==> src/rtl/id_ex_stage_reg_pkg.sv <==
// rtl/id_ex_stage_reg_pkg.sv - shared pipeline widths, encodings and ID/EX control bundle
//
// Contents:
//   DATA_W, REG_AW, ALUOP_W  default datapath widths
//   ALU_*                    ALU operation encodings
//   FWD_*                    forwarding-mux select constants
//   id_ex_ctrl_t             control bundle carried through ID/EX
package id_ex_stage_reg_pkg;

    localparam int DATA_W  = 32;
    localparam int REG_AW  = 5;
    localparam int ALUOP_W = 4;

    localparam logic [ALUOP_W-1:0] ALU_ADD = 4'h0;
    localparam logic [ALUOP_W-1:0] ALU_SUB = 4'h1;
    localparam logic [ALUOP_W-1:0] ALU_AND = 4'h2;
    localparam logic [ALUOP_W-1:0] ALU_OR  = 4'h3;
    localparam logic [ALUOP_W-1:0] ALU_XOR = 4'h4;
    localparam logic [ALUOP_W-1:0] ALU_SLT = 4'h5;
    localparam logic [ALUOP_W-1:0] ALU_SLL = 4'h6;
    localparam logic [ALUOP_W-1:0] ALU_SRL = 4'h7;

    localparam logic [1:0] FWD_REG = 2'b00;
    localparam logic [1:0] FWD_WB  = 2'b01;
    localparam logic [1:0] FWD_MEM = 2'b10;

    typedef struct packed {
        logic               valid;
        logic               reg_write;
        logic               mem_read;
        logic               mem_write;
        logic               mem_to_reg;
        logic               alu_src;
        logic [ALUOP_W-1:0] alu_op;
    } id_ex_ctrl_t;

endpackage

==> src/rtl/id_ex_stage_reg_load_use_detect.sv <==
// rtl/id_ex_stage_reg_load_use_detect.sv - combinational load-use hazard detector
//
// Ports:
//   id_valid                  ID holds a real instruction
//   ex_valid, ex_mem_read,
//   ex_reg_write, ex_reg_rd   instruction currently in ID/EX
//   id_reg_rs, id_reg_rt      source indices of the ID instruction
//   hz                        ID instruction needs a value still being loaded
module load_use_detect
    import id_ex_stage_reg_pkg::*;
#(
    parameter int RAW = REG_AW
) (
    input  logic           id_valid,
    input  logic           ex_valid,
    input  logic           ex_mem_read,
    input  logic           ex_reg_write,
    input  logic [RAW-1:0] ex_reg_rd,
    input  logic [RAW-1:0] id_reg_rs,
    input  logic [RAW-1:0] id_reg_rt,
    output logic           hz
);

    // rt is compared even for I-type: a false stall is cheap, a missed one is not.
    assign hz = id_valid & ex_valid & ex_mem_read & ex_reg_write
              & (ex_reg_rd != '0)
              & ((ex_reg_rd == id_reg_rs) | (ex_reg_rd == id_reg_rt));

endmodule

==> src/rtl/id_ex_stage_reg.sv <==
// rtl/id_ex_stage_reg.sv - ID/EX pipeline register with load-use stall, hold and flush
//
// Optional feature macro: ID_EX_PERF_CNT_EN (adds bubble_cnt / flush_cnt).
// Ports:
//   clk, rst                  clock, synchronous active-high reset
//   ext_stall                 hold ID/EX contents (downstream stall)
//   flush                     kill the next ID/EX entry
//   id_*                      decoded fields from ID
//   id_ex_*                   registered fields to EX / forwarding_unit
//   pc_write, if_id_write     0 freezes the front end
//   load_use_stall            hazard bubble inserted this cycle
module id_ex_stage_reg
    import id_ex_stage_reg_pkg::*;
#(
    parameter int DW  = DATA_W,
    parameter int RAW = REG_AW,
    parameter int AOW = ALUOP_W
) (
    input  logic           clk,
    input  logic           rst,
    input  logic           ext_stall,
    input  logic           flush,
    input  logic           id_valid,
    input  logic [RAW-1:0] id_reg_rs,
    input  logic [RAW-1:0] id_reg_rt,
    input  logic [RAW-1:0] id_reg_rd,
    input  logic           id_reg_write,
    input  logic           id_mem_read,
    input  logic           id_mem_write,
    input  logic           id_mem_to_reg,
    input  logic           id_alu_src,
    input  logic [AOW-1:0] id_alu_op,
    input  logic [DW-1:0]  id_rs_data,
    input  logic [DW-1:0]  id_rt_data,
    input  logic [DW-1:0]  id_imm,
    input  logic [DW-1:0]  id_pc,
    output logic           id_ex_valid,
    output logic [RAW-1:0] id_ex_reg_rs,
    output logic [RAW-1:0] id_ex_reg_rt,
    output logic [RAW-1:0] id_ex_reg_rd,
    output logic           id_ex_reg_write,
    output logic           id_ex_mem_read,
    output logic           id_ex_mem_write,
    output logic           id_ex_mem_to_reg,
    output logic           id_ex_alu_src,
    output logic [AOW-1:0] id_ex_alu_op,
    output logic [DW-1:0]  id_ex_rs_data,
    output logic [DW-1:0]  id_ex_rt_data,
    output logic [DW-1:0]  id_ex_imm,
    output logic [DW-1:0]  id_ex_pc,
    output logic           pc_write,
    output logic           if_id_write,
    output logic           load_use_stall
`ifdef ID_EX_PERF_CNT_EN
    ,
    output logic [31:0]    bubble_cnt,
    output logic [31:0]    flush_cnt
`endif
);

    logic hz;
    logic fl;
    logic flush_pending;

    load_use_detect #(.RAW(RAW)) u_load_use_detect (
        .id_valid     (id_valid),
        .ex_valid     (id_ex_valid),
        .ex_mem_read  (id_ex_mem_read),
        .ex_reg_write (id_ex_reg_write),
        .ex_reg_rd    (id_ex_reg_rd),
        .id_reg_rs    (id_reg_rs),
        .id_reg_rt    (id_reg_rt),
        .hz           (hz)
    );

    // A flush seen during a stall is remembered and applied once the stall lifts.
    assign fl             = (flush | flush_pending) & ~ext_stall;
    // Flush beats the hazard: the dependent instruction is being killed anyway.
    assign load_use_stall = hz & ~ext_stall & ~fl;
    assign pc_write       = ~(ext_stall | load_use_stall);
    assign if_id_write    = ~(ext_stall | load_use_stall);

    always_ff @(posedge clk) begin
        if (rst) begin
            flush_pending    <= 1'b0;
            id_ex_valid      <= 1'b0;
            id_ex_reg_rs     <= '0;
            id_ex_reg_rt     <= '0;
            id_ex_reg_rd     <= '0;
            id_ex_reg_write  <= 1'b0;
            id_ex_mem_read   <= 1'b0;
            id_ex_mem_write  <= 1'b0;
            id_ex_mem_to_reg <= 1'b0;
            id_ex_alu_src    <= 1'b0;
            id_ex_alu_op     <= '0;
            id_ex_rs_data    <= '0;
            id_ex_rt_data    <= '0;
            id_ex_imm        <= '0;
            id_ex_pc         <= '0;
        end else if (ext_stall) begin
            if (flush) begin
                flush_pending <= 1'b1;
            end
        end else if (fl || load_use_stall) begin
            // Bubble: zeroed indices keep forwarding_unit from matching; data is left alone.
            flush_pending    <= 1'b0;
            id_ex_valid      <= 1'b0;
            id_ex_reg_rs     <= '0;
            id_ex_reg_rt     <= '0;
            id_ex_reg_rd     <= '0;
            id_ex_reg_write  <= 1'b0;
            id_ex_mem_read   <= 1'b0;
            id_ex_mem_write  <= 1'b0;
            id_ex_mem_to_reg <= 1'b0;
        end else begin
            flush_pending    <= 1'b0;
            id_ex_valid      <= id_valid;
            id_ex_reg_rs     <= id_reg_rs;
            id_ex_reg_rt     <= id_reg_rt;
            id_ex_reg_rd     <= id_reg_rd;
            // A non-instruction must never write state.
            id_ex_reg_write  <= id_reg_write & id_valid;
            id_ex_mem_read   <= id_mem_read & id_valid;
            id_ex_mem_write  <= id_mem_write & id_valid;
            id_ex_mem_to_reg <= id_mem_to_reg;
            id_ex_alu_src    <= id_alu_src;
            id_ex_alu_op     <= id_alu_op;
            id_ex_rs_data    <= id_rs_data;
            id_ex_rt_data    <= id_rt_data;
            id_ex_imm        <= id_imm;
            id_ex_pc         <= id_pc;
        end
    end

`ifdef ID_EX_PERF_CNT_EN
    always_ff @(posedge clk) begin
        if (rst) begin
            bubble_cnt <= '0;
            flush_cnt  <= '0;
        end else begin
            if (load_use_stall && (bubble_cnt != '1)) begin
                bubble_cnt <= bubble_cnt + 32'd1;
            end
            if (fl && (flush_cnt != '1)) begin
                flush_cnt <= flush_cnt + 32'd1;
            end
        end
    end
`endif

endmodule

==> config.mk <==
export PLATFORM = sky130hd
export DESIGN_NAME = id_ex_stage_reg
export DESIGN_NICKNAME = d
export VERILOG_FILES = /design/src/rtl/id_ex_stage_reg_pkg.sv /design/src/rtl/id_ex_stage_reg_load_use_detect.sv /design/src/rtl/id_ex_stage_reg.sv
export SDC_FILE = /design/constraint.sdc
export NUM_CORES = 1
export LEC_CHECK = 0
export CORE_MARGIN = 2
export CORE_UTILIZATION = 47
export DETAILED_ROUTE_END_ITERATION = 16
export PLACE_DENSITY = 0.92
export SYNTH_ARGS = -nofsm -noshare
export SYNTH_HDL_FRONTEND = slang
export SYNTH_SLANG_ARGS = --single-unit
==> constraint.sdc <==
create_clock -name clk -period 2.17 [get_ports clk]
set_clock_uncertainty 0.2 [all_clocks]
set_input_delay 0.434 -clock clk [delete_from_list [all_inputs] [get_ports clk]]
set_output_delay 0.434 -clock clk [all_outputs]
set_load 0.02 [all_outputs]
* Yosys cells after proc, flatten, opt, wreduce, memory -nomap -nowiden *
Index checks and enable logic that the tools add are counted.

storage, ports and cells
  output and inout port bits = 156
  flip-flop bits (word level) = 154

operators by class
  eq/ne operators = 2
  multiplexer cells = 8
  reductions and logical operators = 4
  bitwise operators = 18

operator list
  kind                count
  $mux W5             3
  $and A1 B1 Y1       11
  $eq A5 B5 Y1        2
  $mux W1             5
  $reduce_bool A5 Y1  1
  $not A1 Y1          4
  $or A1 B1 Y1        3
  $reduce_and A2 Y1   1
  $reduce_or A2 Y1    1
  $logic_or A1 B1 Y1  1

* Logic depth before layout (Yosys ltp) *
Gate-level depths: netlist of run 1.

  depth in word-level cells = 10
  mapped depth = 8
  mapped depth without buffers = 5

* By module *
From an unflattened synthesis of run 1, not the netlist that was laid out.

second synthesis, totals
  cell total of the unflattened synthesis = 654
  area, all modules = 6,837.8 µm²

by module, submodules not included
  module           area an instance (µm²)  cells each  times used  seq. area each (µm²)
  id_ex_stage_reg  6,700.2                 636         1           3,083.0
  load_use_detect  137.6                   18          1           0.0

* Worst setup path before layout of run 1 *
Ideal clock, no wire load.

  path type = register to output
  from = register id_ex_reg_rd[0]
  to = output port pc_write
  data required time = 1.536 ns
  data arrival time = 1.971 ns
  setup slack = -0.435 ns
  stages on the path, launching flop included = 8
  path buffers = 3
  cells stage by stage = dfxtp_1 -> nor3_2 -> a211oi_4 -> buf_6 -> clkbuf_2 -> and3_1 -> nor2_1 -> buf_4

between the ends
  longest elaborated chain between the ends = 7
  elaborated cells on any way between the ends = 10
  classes of those cells = eq/ne (2); bitwise (7); reduce/logical (1)

RTL lines
  item                                                       RTL line                                                                      RTL
  start: declaration                                         id_ex_stage_reg.sv:40                                                         output logic [RAW-1:0] id_ex_reg_rd,
  start signal: assignment                                   id_ex_stage_reg.sv:120                                                        id_ex_reg_rd <= id_reg_rd;
  $eq A5 B5 Y1 / $reduce_bool A5 Y1 (equally long branches)  id_ex_stage_reg_load_use_detect.sv:27, id_ex_stage_reg_load_use_detect.sv:26
  $or A1 B1 Y1 / $and A1 B1 Y1 (equally long branches)       id_ex_stage_reg_load_use_detect.sv:27, id_ex_stage_reg_load_use_detect.sv:26
  $and A1 B1 Y1 (*)                                          id_ex_stage_reg_load_use_detect.sv:27                                         & ((ex_reg_rd == id_reg_rs) | (ex_reg_rd == id_reg_rt));
  $and A1 B1 Y1 (*) (2 in a row)                             id_ex_stage_reg.sv:79                                                         assign load_use_stall = hz & ~ext_stall & ~fl;
  via load_use_stall                                         id_ex_stage_reg.sv:53                                                         output logic load_use_stall
  $or A1 B1 Y1 (*)                                           n/a
  $not A1 Y1 (*)                                             n/a
  end: declaration                                           id_ex_stage_reg.sv:51                                                         output logic pc_write,

The timed path passes the listed nets; every way through them passes the cells marked *.

* Worst setup path after layout of run 1 *
  from = register id_ex_reg_rd[3]
  to = output port if_id_write

between the ends
  longest elaborated chain between the ends = 7
  elaborated cells on any way between the ends = 10
  classes of those cells = eq/ne (2); bitwise (7); reduce/logical (1)

RTL lines
  item                                                       RTL line                                                                      RTL
  $eq A5 B5 Y1 / $reduce_bool A5 Y1 (equally long branches)  id_ex_stage_reg_load_use_detect.sv:27, id_ex_stage_reg_load_use_detect.sv:26
  $or A1 B1 Y1 / $and A1 B1 Y1 (equally long branches)       id_ex_stage_reg_load_use_detect.sv:27, id_ex_stage_reg_load_use_detect.sv:26
  $and A1 B1 Y1 (*)                                          id_ex_stage_reg_load_use_detect.sv:27
  $and A1 B1 Y1 (*) (2 in a row)                             id_ex_stage_reg.sv:79
  $or A1 B1 Y1 (*)                                           id_ex_stage_reg.sv:81                                                         assign if_id_write = ~(ext_stall | load_use_stall);
  $not A1 Y1 (*)                                             id_ex_stage_reg.sv:81
  end: declaration                                           id_ex_stage_reg.sv:52                                                         output logic if_id_write,

Mark *: on every way between the ends. The rest lies on a longest branch, timed or not.

==> results.yml, run 1 <==
drt:
  routedWlPerCell_um: 20.5
  totalWireLength_um: 31800
  viasPerCell: 6.07
  drt_iter0_markers: 651
  drc: 0
  drtAntennaViolNets: 0
  vias: 9438
  firstDrtPassIters: 5
sta:
  fin_crit_sh: 1.07
  fin_setup_tns_ns: -1.27
  layout_setup_ws_ns: -0.153
  worst_slew_pin_slew_ns: 0.537
  period_minus_slack_ns: 2.32
  max_freq_mhz: 431
  slew_violations: 0
  slew_headroom: 0.642
  rsz0062_at_grt: "true"
  hold_violations: 0
  setup_viol: 46
yosys:
  synth_area_mm2: 0.00943
  ys_seq_area_frac: 0.327
  syn-num-nets: 1147
  avgSynthCellArea_um2: 9.53
  yosysTopAreaCell: "dfxtp_1"
  synth_edf_count: 0
  postSynthCellCount: 990
  ys.flop_type: "dfxtp_1"
  synth_top_area_frac: 0.327
  ys_async_sr_fraction: 0
  ys_ff_latch: 154
  yosys_warnings: 0
  synth_cell_type_count: 27
  synth_area_leaders: "dfxtp_1 (33%), mux2i_1 (14%), nor3b_2 (13%), a32oi_1 (12%), and3_1 (8.9%)"
pwr:
  vdd_ir_drop_max_uv: 509
  p_leak_nw: 5.69
  powerDensity_mw_per_mm2: 581
worst_setup_path:
  arrival_ns: 1.69
  path_cells: "buf_4 > nor2_1 > a211oi_4 > and3_4 > nor2_4 > buf_6"
  startpoint_type: "flop"
  path_max_fanout: 4
  worstSetupPathType: "flop to output pin"
  crit_required_ns: 1.54
  slowest_stage: "dfxtp_4"
  max_stage_delay_ns: 0.37
  cp_top_family: "simple AND/OR/NAND/NOR gates"
  end_kind: "output pin"
  crit_buf_inv: 2
finish:
  finalInstanceArea_mm2: 0.0140
  final_layout_size_suffix_gt1_frac: 0.185
  final_common_cell: "clkdlybuf4s50_1"
  seqCellArea_mm2: 0.00311
  areaGrowthSynthToFinish_pct: 48.2
  fillers: 1385
  final_cell_mix: "clkdlybuf4s50_1 (292), dfxtp_1 (146), nand2_1 (134)"
  fin_nets: 1434
  multi_input_area_mm2: 0.00585
  finalCoreUtilization: 0.713
  diodes: 0
clock_network:
  cts-root-buf: "clkbuf_16"
  htree_levels: 4
  cts_buffers: 17
  cts_sinks: 154
  cts_buffer_depth: 2
  clk_pin_slew_worst_paths_ns: 0.07
  tritoncts: "done"
  clk_latency_ns: 0.42
floorplanning:
  rows: 51
  start_util: 0.481
  die_x_um: 146
  die_area_mm2: 0.0212
  design.core.area_mm2: 0.0196
  io_pins: 313
  die_height_um: 146
global_route:
  grt_max_degree: 75
  grt_pass1_vias: 9345
  grt_pass1_wl_um: 48300
  overflow: 0
  grtUsageTotal: 0.275
  antenna_found_initial: 0
flow_run:
  cap_violations: 0
placed_design:
  place_area_mm2: 0.0131
  routabilityCongestion: 0.815
  port_buffers: 312
  dp_hpwl_um: 20000
hold_path:
  hp-class: "input port to flop"
outcome:
  violations: "setup timing"
  status: "finished, violations left"
==> logic make-up (layout without fill, tap and decap cells) <==
family | count (synthesis) | count (layout) | synth area share
compound gates | 157 | 157 | 0.148
flops | 154 | 154 | 0.327
xor+xnor | 10 | 10 | 0.00929
mux | 133 | 133 | 0.141
simple gates | 412 | 412 | 0.308
buf+inv | 124 | 424 | 0.0677
==> final cells by class <==
class                           instances  share of cell area
Multi-Input combinational cell        712               0.418
Clock inverter                         12             0.00824
Tap cell                              265              0.0237
Clock buffer                           20              0.0313
Timing Repair Buffer                  391               0.296
Sequential cell                       154               0.222
Inverter                                1            0.000627
==> cell usage after synthesis, drive strengths merged, types with 3 or more instances <==
master	number
xnor2	10
nand2	135
nor3b	133
clkbuf	65
a32oi	133
nor2	3
a22o	17
and3	134
dfxtp	154
buf	58
mux2i	133
a32o	3
==> metal layers <==
layer	GRT usage	up-vias	wire [um]
met1	0.317	4614	12600
met4	0.143	0	1380
met2	0.483	399	16100
li1	-	4336	-
met3	0.0539	89	1770
met5	0	-	0
==> final timing paths <==
path | startpoint | end | slack [ns] | depth (start not counted)
worst max-delay path | id_ex_reg_rd[3]$_SDFFE_PP0N_ | if_id_write | -0.15 | 6
worst min-delay path | id_reg_rt[4] | id_ex_reg_rt[4]$_SDFFE_PP0N_ | 0.19 | 2
worst max register to register | id_ex_reg_rd[3]$_SDFFE_PP0N_ | id_ex_rt_data[7]$_SDFFE_PP0P_ | -0.13 | 9
worst min register to register | id_ex_reg_rt[2]$_SDFFE_PP0N_ | id_ex_reg_rt[2]$_SDFFE_PP0N_ | 0.28 | 1
==> through the flow <==
stage	total power, mW	setup slack, ns	std cells	hold slack (ns)
final	8.12	-0.153	1555	0.195
after floorplan	4.22	-0.153	990	0.264
after global routing	8.40	-0.222	1555	0.210
after CTS	8.11	-0.143	1549	0.182
after global placement	5.18	-0.800	1511	0.251
after detailed placement	5.24	-0.852	1511	0.259
==> power breakdown <==
part	switching [mW]	internal, mW
registers	0.181	3.06
clock network	1.27	1.59
logic	0.978	1.04
==> worst reg2reg max path: stages (launching register included) <==
cell and delay (ns):
dfxtp_4 0.37, buf_4 0.13, nor2_1 0.25, a211oi_4 0.11
buf_4 0.15, clkbuf_16 0.19, buf_16 0.24, and3_1 0.22
mux2i_1 0.22, nand2_1 0.09
==> what timing repair did <==
item | 4_1_cts | 5_1_grt
pin swaps | 12 | 5
gates cloned | 2 | 4
hold buffers | 0 | 0
endpoints found under the setup margin | 158 | 96
gates resized for setup | 52 | 11
setup buffers | 4 | 2
Note: power is estimated with default switching activity, not from simulation.
==> run 2: changes to the inputs <==
- CORE_UTILIZATION: 47 -> 48
- CTS_BUF_LIST: default -> sky130_fd_sc_hd__clkbuf_8
- PLACE_DENSITY: 0.92 -> 0.93
==> run 2 against run 1 <==
Effect of this change:
- the run still ends with setup timing left
- first-iteration DRC count is 2.6% higher
- combinational power is 2% higher
- critical path type is now input port to output pin
- critical endpoint unchanged
- global-route usage is 0.92 points higher
- hold slack worse by 0.013 ns
- routed wire length is 4.3% higher
- register-to-register slack better by 0.14 ns
- clock-buffer cell count is 1 lower
- die area is 2.0% lower
- critical path depth is 1 higher
- maximum frequency is 2.3% lower
- largest power group unchanged
==> results.yml, run 2 (synthesis results as in run 1) <==
flow_run:
  cap_violations: 0
sta:
  worst_slew_pin_slew_ns: 0.463
  fin_setup_tns_ns: -0.740
  hold_violations: 0
  rsz0062_at_grt: "true"
  slew_violations: 0
  slew_headroom: 0.691
  setup_viol: 11
  max_freq_mhz: 420
  fin_crit_sh: 1.10
  period_minus_slack_ns: 2.38
  layout_setup_ws_ns: -0.209
floorplanning:
  design.core.area_mm2: 0.0194
  rows: 51
  io_pins: 313
  die_x_um: 144
  start_util: 0.486
  die_area_mm2: 0.0208
  die_height_um: 144
global_route:
  overflow: 0
  grtUsageTotal: 0.284
  grt_pass1_wl_um: 47400
  grt_max_degree: 73
  grt_pass1_vias: 9231
  antenna_found_initial: 0
worst_setup_path:
  max_stage_delay_ns: 0.50
  worstSetupPathType: "input port to output pin"
  crit_buf_inv: 2
  cp_top_family: "buffers and inverters"
  slowest_stage: "clkdlybuf4s50_1"
  path_max_fanout: 2
  crit_required_ns: 1.54
  end_kind: "output pin"
  arrival_ns: 1.74
  path_cells: "clkdlybuf4s50_1 > xnor2_1 > nand2_1 > o22ai_4 > and3_4 > nor2_4 > buf_6"
  startpoint_type: "input port"
hold_path:
  hp-class: "input port to flop"
clock_network:
  clk_pin_slew_worst_paths_ns: 0.09
  cts_buffers: 17
  cts_buffer_depth: 2
  cts-root-buf: "clkbuf_8"
  tritoncts: "done"
  postCtsHoldBufs: 0
  clk_latency_ns: 0.45
  htree_levels: 4
  cts_sinks: 154
finish:
  final_cell_mix: "clkdlybuf4s50_1 (279), dfxtp_1 (146), nand2_1 (134), and3_1 (133), mux2i_1 (133)"
  fillers: 1258
  finalCoreUtilization: 0.739
  diodes: 0
  finalInstanceArea_mm2: 0.0143
  fin_nets: 1452
  final_layout_size_suffix_gt1_frac: 0.216
  areaGrowthSynthToFinish_pct: 52.0
  final_common_cell: "clkdlybuf4s50_1"
pwr:
  p_leak_nw: 6.01
  vdd_ir_drop_max_uv: 368
  powerDensity_mw_per_mm2: 530
drt:
  firstDrtPassIters: 5
  totalWireLength_um: 33200
  vias: 9650
  drc: 0
  drt_iter0_markers: 668
  viasPerCell: 6.13
  drtAntennaViolNets: 0
  routedWlPerCell_um: 21.1
placed_design:
  place_area_mm2: 0.0132
  dp_hpwl_um: 19500
  place_ws_ns: -0.719
  port_buffers: 312
  routabilityCongestion: 0.837
outcome:
  status: "finished, violations left"
  violations: "setup timing"
==> run 2: path summary, 6_finish.rpt <==
check	start	end	slack [ns]	depth (start not counted)
min reg2reg	id_ex_reg_write$_SDFFE_PP0N_	id_ex_reg_write$_SDFFE_PP0N_	0.28	1
min	id_reg_rt[0]	id_ex_reg_rt[0]$_SDFFE_PP0N_	0.18	2
max reg2reg	id_ex_reg_rd[3]$_SDFFE_PP0N_	id_ex_rs_data[16]$_SDFFE_PP0P_	0.01	7
max	id_reg_rt[1]	if_id_write	-0.21	7
==> run 2: routing by layer <==
metal	wire length, um	global-route usage	up-vias
li1	-	-	4381
met2	16500	0.498	487
met5	0	0	-
met4	1360	0.132	0
met1	13000	0.333	4672
met3	2330	0.0603	110
==> run 2: layout make-up <==
type                       instances  area [um^2]  area share
sequential                       154         3100       0.216
clock buffer                      19          262      0.0182
tap                              265          332      0.0231
clock inverter                    13          141     0.00986
inverter                           1         8.76    0.000611
multi-input combinational        712         6010       0.419
timing repair buffer             409         4480       0.313
==> run 2: power breakdown <==
part / internal (mW) / switching [mW]
clock: 1.09 / 1.20
sequential: 3.06 / 0.190
combinational: 1.07 / 0.991
==> run 2: stage by stage <==
stage,power [mW],cells,hold slack (ns)
floorplan,4.22,990,0.264
global placement,5.20,1518,0.250
detailed placement,5.26,1518,0.258
CTS,7.55,1563,0.162
global route,7.87,1573,0.167
finish,7.59,1573,0.182
==> run 2: what timing repair did <==
| action | 4_1_cts | 5_1_grt |
|---|---|---|
| buffers inserted | 8 | 2 |
| pin swaps | 17 | 26 |
| endpoints found under the setup margin | 141 | 146 |
| gates cloned | 6 | 11 |
| resized for setup | 56 | 43 |
==> run 3: changes to the inputs <==
- clock period: 2.17 -> 2.6 ns (I/O delays scaled with it)
==> run 3 against run 2 <==
Effect of this change:
- the run now ends clean
- via count down 6.4%
- utilization down 6.2 points
- sequential power down 17%
- routed wire length down 16%
- highest routed layer unchanged
==> results.yml, run 3 (synthesis results as in run 1) <==
outcome:
  status: "finished, final reports clean"
floorplanning:
  die_x_um: 144
  die_height_um: 144
  design.core.area_mm2: 0.0194
  die_area_mm2: 0.0208
  start_util: 0.486
  io_pins: 313
  rows: 51
placed_design:
  dp_hpwl_um: 18300
  port_buffers: 312
  dp.cells: 1473
  place_area_mm2: 0.0127
  routabilityCongestion: 0.832
sta:
  slew_violations: 0
  max_freq_mhz: 388
  hold_violations: 0
  period_minus_slack_ns: 2.58
  fin_setup_tns_ns: 0
  worst_slew_pin_slew_ns: 0.697
  fin_crit_sh: 0.990
  timing.hold.ws_ns: 0.163
  setup_viol: 0
  slew_headroom: 0.535
finish:
  fillers: 1462
  areaGrowthSynthToFinish_pct: 39.2
  final_layout_size_suffix_gt1_frac: 0.144
  diodes: 0
  finalInstanceArea_mm2: 0.0131
  fin_nets: 1386
  final-instance-count-excl-fill: 1506
  final_cell_mix: "clkdlybuf4s50_1 (302), dfxtp_1 (150), nand2_1 (135)"
  final_common_cell: "clkdlybuf4s50_1"
clock_network:
  cts_sinks: 154
  clk_pin_slew_worst_paths_ns: 0.09
  cts_buffer_depth: 2
  clk_latency_ns: 0.44
  htree_levels: 4
  cts_buffers: 17
  postCtsHoldBufs: 0
  cts-root-buf: "clkbuf_8"
  tritoncts: "done"
global_route:
  grtUsageTotal: 0.252
  overflow: 0
  grt_pass1_vias: 8478
  antenna_found_initial: 0
  grt_pass1_wl_um: 42600
  grt_max_degree: 84
pwr:
  powerDensity_mw_per_mm2: 482
  finalPower_mw: 6.33
  p_leak_nw: 5.26
  vdd_ir_drop_max_uv: 343
drt:
  vias: 9037
  drtAntennaViolNets: 0
  drc: 0
  drt_iter0_markers: 596
  viasPerCell: 6.00
  totalWireLength_um: 27900
  routedWlPerCell_um: 18.5
  firstDrtPassIters: 5
flow_run:
  cap_violations: 0
hold_path:
  hp-class: "input port to flop"
worst_setup_path:
  end_kind: "output pin"
  crit_required_ns: 1.88
  worstSetupPathType: "input port to output pin"
  path_max_fanout: 2
  startpoint_type: "input port"
  arrival_ns: 1.86
[run 3: cell types whose count changed in the layout (fill, tap and decap cells not counted), moves of 6 or more]
cell             before  now
a32oi_1             109  133
buf_6                10    1
xnor2_2               6    0
a32oi_2              24    0
clkbuf_16             6    0
buf_16                9    0
dlygate4sd2_1        16    3
xnor2_1               3   10
clkdlybuf4s50_1     279  302
buf_12               22   13
buf_4                52   18
dlymetal6s2s_1       13    3
[run 3: metrics by stage]
| step | setup slack, ns | util |
|---|---|---|
| 5_1_grt | -0.0128 | 0.677 |
| 6_report | 0.0249 | 0.677 |
| 4_1_cts | 0.00179 | 0.676 |
| 2_1_floorplan | 0.0247 | - |
| 3_3_place_gp | -0.437 | 0.653 |
| 3_5_place_dp | -0.464 | 0.653 |
[run 3: path summary, 6_finish.rpt]
| path | endpoint | cells after the start | slack [ns] | startpoint |
|---|---|---|---|---|
| hold / removal | id_ex_reg_rs[4]$_SDFFE_PP0N_ | 2 | 0.16 | id_reg_rs[4] |
| setup / recovery | if_id_write | 7 | 0.02 | id_reg_rs[1] |
| setup reg to reg | id_ex_rt_data[17]$_SDFFE_PP0P_ | 8 | 0.26 | id_ex_reg_rd[0]$_SDFFE_PP0N_ |
| hold reg to reg | id_ex_mem_write$_SDFFE_PP0N_ | 1 | 0.28 | id_ex_mem_write$_SDFFE_PP0N_ |
[run 3: repair_timing]
item | CTS | global route
buffers inserted | 1 | 1
pin swaps | 5 | 4
endpoints found under the setup margin | 3 | 3
resized for setup | 15 | 5
[run 3: critical path, cell delays in order]
cell and delay [ns]:
clkdlybuf4s50_1 0.51, xnor2_1 0.14, nand2_1 0.12, o22ai_4 0.16
and3_4 0.21, nor2_2 0.05, buf_2 0.15
[run 3: layout make-up]
class                   count  area, um^2  share of cell area
multi-input cells         712        5750               0.438
repair buffers            343        3510               0.267
flip-flops and latches    154        3090               0.235
well taps                 265         332              0.0253
clock buffers              19         262              0.0199
clock inverters            12         185              0.0141
inverters                   1        8.76            0.000667
[run 3: power breakdown]
group,switching [mW],internal [mW]
registers,0.144,2.55
logic,0.763,0.790
clock network,0.970,1.11
[run 3: metal layers]
metal	vias up	global-route usage	wire (um)
met1	4381	0.303	11200
met3	84	0.0543	1680
met2	350	0.425	13600
li1	4222	-	-
met4	0	0.133	1420
met5	-	0	0
